`src/rtl/junction_pkg.sv`:
```
// -----------------------------------------------------------------------------
// junction_pkg
// Shared definitions for the four-road junction scheduler:
//   - light output codes (LT_*)
//   - decoded congestion levels (RD_*), kept in thermometer form
//   - controller phase encoding (ST_*)
//   - decode_level(): maps a raw 3-bit sensor word to its level using the
//     highest set bit, so non-thermometer words still decode sensibly.
// -----------------------------------------------------------------------------
package junction_pkg;

  localparam int NUM_ROADS = 4;

  typedef enum logic [1:0] {
    LT_RED    = 2'b00,
    LT_YELLOW = 2'b01,
    LT_GREEN  = 2'b10
  } light_t;

  typedef enum logic [2:0] {
    RD_EMPTY = 3'd0,
    RD_LESS  = 3'd1,
    RD_MORE  = 3'd3,
    RD_FULL  = 3'd7
  } level_t;

  typedef enum logic [1:0] {
    ST_ALLRED = 2'd0,
    ST_GREEN  = 2'd1,
    ST_YELLOW = 2'd2
  } state_t;

  function automatic level_t decode_level(input logic [2:0] s);
    if (s[2]) return RD_FULL;
    if (s[1]) return RD_MORE;
    if (s[0]) return RD_LESS;
    return RD_EMPTY;
  endfunction

endpackage

```
`src/rtl/road_select.sv`:
```
// -----------------------------------------------------------------------------
// road_select
// Purely combinational choice of the next road to receive right-of-way.
// Candidates are the three roads other than 'last', visited in round-robin
// order starting at last+1.
//   levels       in  12      decoded level per road, 3 bits each (road1 = [2:0])
//   skips        in  4*SW    skip count per road, SW bits each
//   last         in  2       index (0..3) of the road served most recently
//   chosen       out 2       index of the selected road
//   chosen_level out 3       decoded level of the selected road
// -----------------------------------------------------------------------------
module road_select
  import junction_pkg::*;
#(
  parameter int MAX_SKIP = 3,
  parameter int SW       = 2
) (
  input  logic [11:0]     levels,
  input  logic [4*SW-1:0] skips,
  input  logic [1:0]      last,
  output logic [1:0]      chosen,
  output logic [2:0]      chosen_level
);

  logic [3:0] score;
  logic [3:0] best;
  logic [1:0] idx;
  logic [2:0] lvl;
  logic       forced;

  // A starved (forced) road scores above every level, and all forced roads
  // score alike so that the round-robin order alone settles ties between
  // them. A strict '>' keeps the earliest candidate on equal scores; when
  // everything is empty nothing beats the default of last+1.
  always_comb begin
    chosen       = last + 2'd1;
    chosen_level = levels[3*int'(last + 2'd1) +: 3];
    best         = '0;
    score        = '0;
    idx          = '0;
    lvl          = '0;
    forced       = 1'b0;
    for (int k = 1; k < NUM_ROADS; k++) begin
      idx    = last + 2'(k);
      lvl    = levels[3*int'(idx) +: 3];
      forced = (lvl != RD_EMPTY) && (skips[SW*int'(idx) +: SW] >= SW'(MAX_SKIP));
      score  = forced ? 4'b1000 : {1'b0, lvl};
      if (score > best) begin
        best         = score;
        chosen       = idx;
        chosen_level = lvl;
      end
    end
  end

endmodule

```
`src/rtl/junction_phase_scheduler.sv`:
```
// -----------------------------------------------------------------------------
// junction_phase_scheduler
// Four-road junction controller. Each phase runs GREEN -> YELLOW -> ALL_RED;
// on ALL_RED expiry the next road is chosen and its green time is sized from
// its congestion level. All timing advances only on 'tick'.
//   clock       in  1   system clock, rising edge
//   clear       in  1   asynchronous active-low reset
//   tick        in  1   timebase enable
//   S1..S4      in  3   congestion sensors (000/001/011/111)
//   T1..T4      out 2   lights: 00 red, 01 yellow, 10 green
//   T           out 4   one-hot road holding right-of-way, 0 in ALL_RED
//   phase_done  out 1   one-cycle pulse on the edge leaving YELLOW
// -----------------------------------------------------------------------------
module junction_phase_scheduler
  import junction_pkg::*;
#(
  parameter int GREEN_EMPTY  = 2,
  parameter int GREEN_LESS   = 4,
  parameter int GREEN_MORE   = 6,
  parameter int GREEN_FULL   = 8,
  parameter int YELLOW_TICKS = 2,
  parameter int ALLRED_TICKS = 1,
  parameter int MAX_SKIP     = 3
) (
  input  logic       clock,
  input  logic       clear,
  input  logic       tick,
  input  logic [2:0] S1,
  input  logic [2:0] S2,
  input  logic [2:0] S3,
  input  logic [2:0] S4,
  output logic [1:0] T1,
  output logic [1:0] T2,
  output logic [1:0] T3,
  output logic [1:0] T4,
  output logic [3:0] T,
  output logic       phase_done
);

  localparam int CW = 8;                      // phase and elapsed counters
  localparam int SW = $clog2(MAX_SKIP + 1);   // per-road skip counter

  state_t          state;
  logic [CW-1:0]   cnt;
  logic [CW-1:0]   elapsed;
  logic [1:0]      last;
  logic [4*SW-1:0] skip;
  logic [4*SW-1:0] skip_next;
  logic [7:0]      lights;
  logic [3:0]      row;

  logic [2:0]      sense [NUM_ROADS];
  logic [11:0]     levels;
  logic [1:0]      sel_road;
  logic [2:0]      sel_level;
  logic            early_stop;

  assign sense[0] = S1;
  assign sense[1] = S2;
  assign sense[2] = S3;
  assign sense[3] = S4;

  generate
    for (genvar gi = 0; gi < NUM_ROADS; gi++) begin : g_decode
      assign levels[3*gi +: 3] = decode_level(sense[gi]);
    end
  endgenerate

  road_select #(
    .MAX_SKIP (MAX_SKIP),
    .SW       (SW)
  ) u_select (
    .levels       (levels),
    .skips        (skip),
    .last         (last),
    .chosen       (sel_road),
    .chosen_level (sel_level)
  );

  function automatic logic [CW-1:0] green_ticks(input logic [2:0] lvl);
    case (lvl)
      RD_FULL: return CW'(GREEN_FULL);
      RD_MORE: return CW'(GREEN_MORE);
      RD_LESS: return CW'(GREEN_LESS);
      default: return CW'(GREEN_EMPTY);
    endcase
  endfunction

  function automatic logic [7:0] light_vec(input logic [1:0] road, input logic [1:0] code);
    logic [7:0] v;
    v = '0;
    v[2*road +: 2] = code;
    return v;
  endfunction

  // Skip bookkeeping applied together with a selection. The road served
  // just before (last) is not a candidate and keeps its count.
  always_comb begin
    skip_next = skip;
    for (int r = 0; r < NUM_ROADS; r++) begin
      if (2'(r) != last) begin
        if (2'(r) == sel_road || levels[3*r +: 3] == RD_EMPTY)
          skip_next[SW*r +: SW] = '0;
        else if (skip[SW*r +: SW] < SW'(MAX_SKIP))
          skip_next[SW*r +: SW] = skip[SW*r +: SW] + SW'(1);
      end
    end
  end

  // The served road has drained and has had its minimum green, counting
  // the tick being taken now.
  assign early_stop = (levels[3*int'(last) +: 3] == RD_EMPTY) &&
                      ((elapsed + CW'(1)) >= CW'(GREEN_EMPTY));

  always_ff @(posedge clock or negedge clear) begin
    if (!clear) begin
      state      <= ST_ALLRED;
      cnt        <= CW'(ALLRED_TICKS);
      last       <= 2'd3;
      skip       <= '0;
      elapsed    <= '0;
      lights     <= '0;
      row        <= '0;
      phase_done <= 1'b0;
    end else begin
      phase_done <= 1'b0;
      if (tick) begin
        case (state)
          ST_ALLRED: begin
            if (cnt == CW'(1)) begin
              state   <= ST_GREEN;
              cnt     <= green_ticks(sel_level);
              last    <= sel_road;
              elapsed <= '0;
              skip    <= skip_next;
              lights  <= light_vec(sel_road, LT_GREEN);
              row     <= 4'b0001 << sel_road;
            end else begin
              cnt <= cnt - CW'(1);
            end
          end
          ST_GREEN: begin
            elapsed <= elapsed + CW'(1);
            if (early_stop || cnt == CW'(1)) begin
              state  <= ST_YELLOW;
              cnt    <= CW'(YELLOW_TICKS);
              lights <= light_vec(last, LT_YELLOW);
            end else begin
              cnt <= cnt - CW'(1);
            end
          end
          ST_YELLOW: begin
            if (cnt == CW'(1)) begin
              state      <= ST_ALLRED;
              cnt        <= CW'(ALLRED_TICKS);
              lights     <= '0;
              row        <= '0;
              phase_done <= 1'b1;
            end else begin
              cnt <= cnt - CW'(1);
            end
          end
          default: begin
            state  <= ST_ALLRED;
            cnt    <= CW'(ALLRED_TICKS);
            lights <= '0;
            row    <= '0;
          end
        endcase
      end
    end
  end

  assign T1 = lights[1:0];
  assign T2 = lights[3:2];
  assign T3 = lights[5:4];
  assign T4 = lights[7:6];
  assign T  = row;

endmodule

```
`config.mk`:
```
export PLATFORM = sky130hd
export DESIGN_NAME = junction_phase_scheduler
export DESIGN_NICKNAME = d
export VERILOG_FILES = /design/src/rtl/junction_pkg.sv /design/src/rtl/road_select.sv /design/src/rtl/junction_phase_scheduler.sv
export SDC_FILE = /design/constraint.sdc
export NUM_CORES = 1
export LEC_CHECK = 0
export ABC_AREA = 1
export CAP_MARGIN = 30
export CORE_MARGIN = 2
export CORE_UTILIZATION = 50
export DETAILED_ROUTE_END_ITERATION = 8
export PLACE_DENSITY = 0.73
export RECOVER_POWER = 50
export SLEW_MARGIN = 25
export SYNTH_ARGS = -nofsm -noshare
export SYNTH_HDL_FRONTEND = slang
export SYNTH_SLANG_ARGS = --single-unit
```
`constraint.sdc`:
```
create_clock -name clock -period 4 [get_ports clock]
set_input_delay 0.8 -clock clock [delete_from_list [all_inputs] [get_ports clock]]
set_output_delay 0.8 -clock clock [all_outputs]
set_load 0.01 [all_outputs]
```
* Yosys cells after proc, flatten, opt, wreduce, memory -nomap -nowiden *
Cells that the tools add are included.

word-level totals
  flip-flop bits (word level) = 41
  input port bits = 15
  output and inout bits = 13
  logic and storage cells = 189

cells by class
  add/sub/neg operators = 12
  $mul = 5
  magnitude comparators = 11
  equal/unequal tests = 15
  shifts and indexed selects = 13
  multiplexer cells = 86
  bitwise operators = 3
  reductions and logical operators = 33

operator list
  kind                       count
  $shiftx A12 B32 Y3         4
  $mux W3                    27
  $neg A3 Y34                2
  $shift A2 B34 Y8 const A   2
  $shiftx A2 B34 Y8 const A  2
  $mux W8                    6
  $pmux W8 S3                2
  $mul A3 B32 Y32 const A    1
  $mux W4                    7
  $mux W1                    27
  $mux W2                    13
  $pmux W4 S3                2
  $shiftx A8 B4 Y2           3
  $reduce_and A5 Y1          4
  $and A8 B8 Y8              2
  $mul A2 B2 Y4 const A      4
  $pmux W8 S2                1
  $logic_not A3 Y1           5
  $reduce_bool A2 Y1         6
  $shiftx A12 B5 Y3          1
  $add A2 B1 Y2 const B      5
  $reduce_bool A3 Y1         3
  $add A8 B1 Y8 const B      1
  $eq A8 B1 Y1 const B       1
  other kinds (26)           47

* Logic depth before layout (Yosys ltp) *
  depth after elaboration = 22
  gate-level depth with buffers = 35
  mapped depth without buffers = 35

* Cells and area by module *
From an unflattened synthesis, not the netlist that was laid out.

unflattened totals
  cell total of the unflattened synthesis = 540
  area, all modules = 3657.3 µm²

modules (own cells, without submodules)
  module                    times used  cells each  area each (µm²)
  junction_phase_scheduler  1           310         2402.3
  road_select               1           230         1255.0

* Worst setup path after synthesis *
No wires, ideal clock.

  path kind = register to register
  from = register last[0]
  to = register skip[2]
  data arrival time = 4079 ps
  data required time = 3887 ps
  setup slack = -192 ps
  stages on the path, launching flop included = 31
  path buffers = 3
  cells stage by stage = dfstp_2 > inv_2 > buf_2 > ha_1 > buf_6 > clkbuf_1 > nand2_1 > o21ai_1 > nand2_1 > ha_1 > inv_1 > nor2_1 > o21ai_1 > a21oi_4 > inv_2 > o21ai_0 > ha_1 > inv_1 > nor2_1 > o21ai_1 > nand2_1 > nand2_2 > nand2_2 > xor2_4 > inv_2 > a21oi_2 > nand2_1 > nand2_1 > nand2_1 > nand2_1 > inv_1

between the ends
  word-level cells in the longest chain between the ends = 16
  elaborated cells between the ends (all ways) = 37
  classes of those cells = add/sub: 3; mul: 3; order compare: 6; eq/ne: 2; shift: 6; mux: 8; reduce/logical: 9

ends and longest elaborated chain
  item                                 RTL line                              RTL
  from (decl)                          junction_phase_scheduler.sv:46        logic [1:0] last;
  from (signal assigned)               junction_phase_scheduler.sv:133       last <= sel_road;
  $add A2 B1 Y2                        road_select.sv:36, road_select.sv:44
  $mul A2 B2 Y4                        road_select.sv:45                     lvl = levels[3*int'(idx) +: 3];
  $shiftx A12 B32 Y3                   road_select.sv:45
  $reduce_bool A3 Y1                   road_select.sv:46                     forced = (lvl != RD_EMPTY) && (skips[SW*int'(idx) +: SW] >= SW'(MAX_SKIP));
  $logic_and A1 B1 Y1                  road_select.sv:46
  $mux W4                              road_select.sv:47                     score = forced ? 4'b1000 : {1'b0, lvl};
  $gt A4 B1 Y1                         road_select.sv:48                     if (score > best) begin
  $mux W4                              road_select.sv:48
  $gt A4 B4 Y1                         road_select.sv:48
  $mux W4                              road_select.sv:48
  $gt A4 B4 Y1                         road_select.sv:48
  $mux W2                              road_select.sv:48
  $eq A1 B2 Y1                         junction_phase_scheduler.sv:102       if (2'(r) == sel_road || levels[3*r +: 3] == RD_EMPTY)
  $logic_or A1 B1 Y1                   junction_phase_scheduler.sv:102
  $reduce_bool A2 Y1 (no source line)  n/a
  $reduce_and A5 Y1 (no source line)   n/a
  to (signal assigned)                 junction_phase_scheduler.sv:135       skip <= skip_next;
  to (decl)                            junction_phase_scheduler.sv:47        logic [4*SW-1:0] skip;

Parallel ways exist; a longest one is shown, timed or not.
A chain may end at the register's enable or synchronous reset.

* Worst setup path after layout *
  from = register last[0]
  to = register row[0], in the netlist T[0]

between the ends
  word-level cells in the longest chain between the ends = 15
  elaborated cells between the ends (all ways) = 34
  classes of those cells = add/sub: 3; mul: 3; order compare: 6; shift: 7; mux: 9; reduce/logical: 6

ends and longest elaborated chain
  item                  RTL line                              RTL
  $add A2 B1 Y2         road_select.sv:36, road_select.sv:44
  $mul A2 B2 Y4         road_select.sv:45
  $shiftx A12 B32 Y3    road_select.sv:45
  $reduce_bool A3 Y1    road_select.sv:46
  $logic_and A1 B1 Y1   road_select.sv:46
  $mux W4               road_select.sv:47
  $gt A4 B1 Y1          road_select.sv:48
  $mux W4               road_select.sv:48
  $gt A4 B4 Y1          road_select.sv:48
  $mux W4               road_select.sv:48
  $gt A4 B4 Y1          road_select.sv:48
  $mux W2 (*)           road_select.sv:48
  $shl A1 B2 Y4 (*)     junction_phase_scheduler.sv:137       row <= 4'b0001 << sel_road;
  $mux W4 (*)           junction_phase_scheduler.sv:130       if (cnt == CW'(1)) begin
  $pmux W4 S3 (*)       junction_phase_scheduler.sv:128       case (state)
  to (signal assigned)  junction_phase_scheduler.sv:137
  to (decl)             junction_phase_scheduler.sv:50        logic [3:0] row;

Mark *: on every way between the ends. The rest lies on a longest branch, timed or not. The select of a mux whose other input is x is not followed.

==> out/qor.csv <==
stage,metric,value,unit
final_layout,layout cells sized above 1,0.3879,
setup_path,worst-path fanout max,8,
floorplan,Initial Util,0.5154,
global_routing,total track usage,0.2813,
floorplan,# rows,30,
status,failing checks,setup timing,
logic_synthesis,Commonest cells post-synth,"168 x nand2_1, 60 x inv_1, 40 x nor2_1",
setup_path,Critical Path End Type,register,
final_layout,Fill cells,435,
floorplan,Core ar.,0.006756,sq mm
logic_synthesis,#FFs+latches synth,41,
routing,Routed Antenna Nets,0,
setup_path,crit path DAT,4.44,ns
hold_path,Hold Path Class,register to register,
floorplan,IO Pins,28,
sta,RSZ-0062 raised after global routing,yes,
global_routing,first-pass GRT wire length,17260,um
cts,later-pin clock latency in the skew report,0.30,ns
cts,H-tree levels,2,
routing,Routed WL per cell,15.40,um
sta,setup violators final,16,
routing,final wirelength,11390,um
status,outcome,"complete, but fails checks",
global_routing,grt ovf,0,
setup_path,CP max-delay cell,dfstp_2,
setup_path,type of origin of the critical path,register,
logic_synthesis,post-synthesis cell area,0.003482,sq mm
floorplan,Die ar.,0.007648,sq mm
placed_design,dpl hpwl,6957,um
cts,Root Buffer,clkbuf_8,
final_layout,final net count,696,
placed_design,Port Buf Inserts,27,
placed_design,Placement Setup Slack,-0.8452,ns
logic_synthesis,Post-synth EDFFs,0,
logic_synthesis,register area share after synthesis,0.2957,
setup_path,Worst Setup Path Type,register to register,
logic_synthesis,syn avg cell area,6.761,sq um
logic_synthesis,most common cell in the netlist,nand2_1,
sta,Worst Skew,0.01040,ns
global_routing,largest net degree at the start of global routing,42,
sta,crit share post-route,1.048,
cts,cts bufs inserted,5,
sta,crit path time final,4.192,ns
sta,worst slew pin tran,1.132,ns
sta,"Slew Viols, Final",0,
final_layout,fin area,0.005248,sq mm
logic_synthesis,post-synth top area cell,dfrtp_1,
floorplan,Die Span X,87.45,um
job,max-capacitance violation count,0,
cts,CTS Sinks,41,
logic_synthesis,cells after synthesis,515,
cts,clk slew on worst S/H paths,0.08,ns
logic_synthesis,asr flop ratio synth,1.000,
routing,drt drc,0,
logic_synthesis,Synth Net Count,552,
logic_synthesis,yosys warns,0,
sta,fin worst setup slack,-0.1925,ns
floorplan,Die Ht,87.45,um
setup_path,crit-path max cell delay,0.58,ns
routing,vias,4048,
final_layout,synthesis-to-finish area growth,50.70,%
routing,vias per cell,5.470,
logic_synthesis,Synth area leaders,"dfrtp_1 27%, nand2_1 18%, ha_1 7.9%",
setup_path,CP Data Required Time,4.25,ns
sta,upper clock frequency limit,238.5,MHz
cts,clk buf depth,2,
global_routing,initial antenna violation count,0,
sta,hold slack final,0.4776,ns
routing,DRT Pass-1 Iters,5,
logic_synthesis,Synth cell types,44,
sta,Slew headroom,0.2451,
placed_design,area post-placement,0.004349,sq mm
routing,DRT iter0 DRCs,323,
global_routing,vias in the first global route,3803,
cts,CTS hold repair buffers,0,
logic_synthesis,Synth top area share,0.2731,
logic_synthesis,Main synth FF type,dfrtp_1,
final_layout,Inserted Diodes,0,
sta,"Hold Violations, Final",0,
placed_design,Final Wtd Congestion,0.9632,
cts,CTS tree,done,
==> stage by stage <==
step / instances / setup TNS (ns) / utilization
6_report: 740 / -1.329 / 0.7767
5_1_grt: 740 / -5.143 / 0.7767
4_1_cts: 728 / 0 / 0.7263
3_5_place_dp: 675 / -14.73 / 0.6437
3_3_place_gp: 675 / -11.55 / 0.6437
2_1_floorplan: 515 / 0 / -
==> flip-flops by register name, indices dropped and copies added, names as in the netlist <==
name,flops
elapsed,8
state,2
phase_done,1
last,2
lights,8
skip,8
T,4
cnt,8
==> routing by layer <==
layer	track usage	vias to the layer above	part of all wire
met5	0	-	0
met4	0.06434	0	0.029
met3	0.06161	37	0.063
met2	0.4628	158	0.48
met1	0.3774	1907	0.43
li1	-	1946	-
==> worst paths after layout <==
kind                                        from                     to  slack, ns  cells after the start
setup / recovery             last[0]$_DFFE_PN1P_       T[0]$_DFFE_PN0P_      -0.19                     28
hold / removal             lights[3]$_DFFE_PN0P_  lights[3]$_DFFE_PN0P_       0.48                      2
setup reg to reg             last[0]$_DFFE_PN1P_       T[0]$_DFFE_PN0P_      -0.19                     28
hold reg to reg            lights[3]$_DFFE_PN0P_  lights[3]$_DFFE_PN0P_       0.48                      2
max in group asynchronous                  clear    skip[2]$_DFFE_PN0P_       1.74                      2
min in group asynchronous                  clear    skip[6]$_DFFE_PN0P_       0.68                      1
==> final cells by class <==
cell class / instances / area (sq um) / share of cell area
Sequential cell: 41 / 1030 / 0.1962
Multi-Input combinational cell: 397 / 2566 / 0.4890
Tap cell: 80 / 100.1 / 0.01907
Clock buffer: 6 / 82.58 / 0.01574
Inverter: 69 / 279.0 / 0.05317
Timing Repair Buffer: 145 / 1176 / 0.2241
Clock inverter: 2 / 13.76 / 0.002623
==> cells in the final DEF (no fill, tap or decap), drive strengths merged <==
cell type,Yosys,layout
inv,67,67
a31oi,1,1
and2,1,1
dfstp,3,3
o22ai,5,5
nand4,5,5
o211ai,2,2
o21ai,49,49
clkbuf,1,13
nor3,5,5
xnor2,1,1
clkdlybuf4s50,0,14
nand3b,1,1
dlygate4sd2,0,4
dfrtp,38,38
o311ai,2,2
nand2,175,175
clkinv,2,4
ha,22,22
or2,2,2
a21oi,20,20
xor2,11,11
a211oi,1,1
nor2,47,47
buf,7,120
o21a,3,3
o31ai,1,1
mux2,3,3
nand3,40,40
==> timing repair <==
action / in CTS / in global routing
pin swaps: 32 / 56
resized for setup: 66 / 85
endpoints found under the setup margin: 20 / 19
buffers inserted: 45 / 15
==> kinds of logic (layout without fill, tap and decap cells) <==
| family | count (synthesis) | count (layout) | share of synthesized area |
|---|---|---|---|
| AND/OR/NAND/NOR | 276 | 276 | 0.3467 |
| AO/OA/AOI/OAI | 84 | 84 | 0.1419 |
| buffers and inverters | 77 | 222 | 0.09127 |
| flip-flops | 41 | 41 | 0.2957 |
| adder cells (fa/ha/maj) | 22 | 22 | 0.07905 |
| XOR/XNOR | 12 | 12 | 0.03557 |
| multiplexers | 3 | 3 | 0.009701 |
==> critical path: cells and delay by family (launching register included) <==
| kind | cells | cell delay (ns) |
|---|---|---|
| compound gates | 5 | 0.59 |
| flops | 1 | 0.58 |
| xor+xnor | 1 | 0.26 |
| fa+ha+maj | 2 | 0.55 |
| buf+inv | 8 | 0.85 |
| simple gates | 11 | 1.16 |
| mux | 1 | 0.14 |
Power is left out: the tool's default activity adds up to more than one toggle a clock period on the data nets, which glitch-free logic cannot reach.
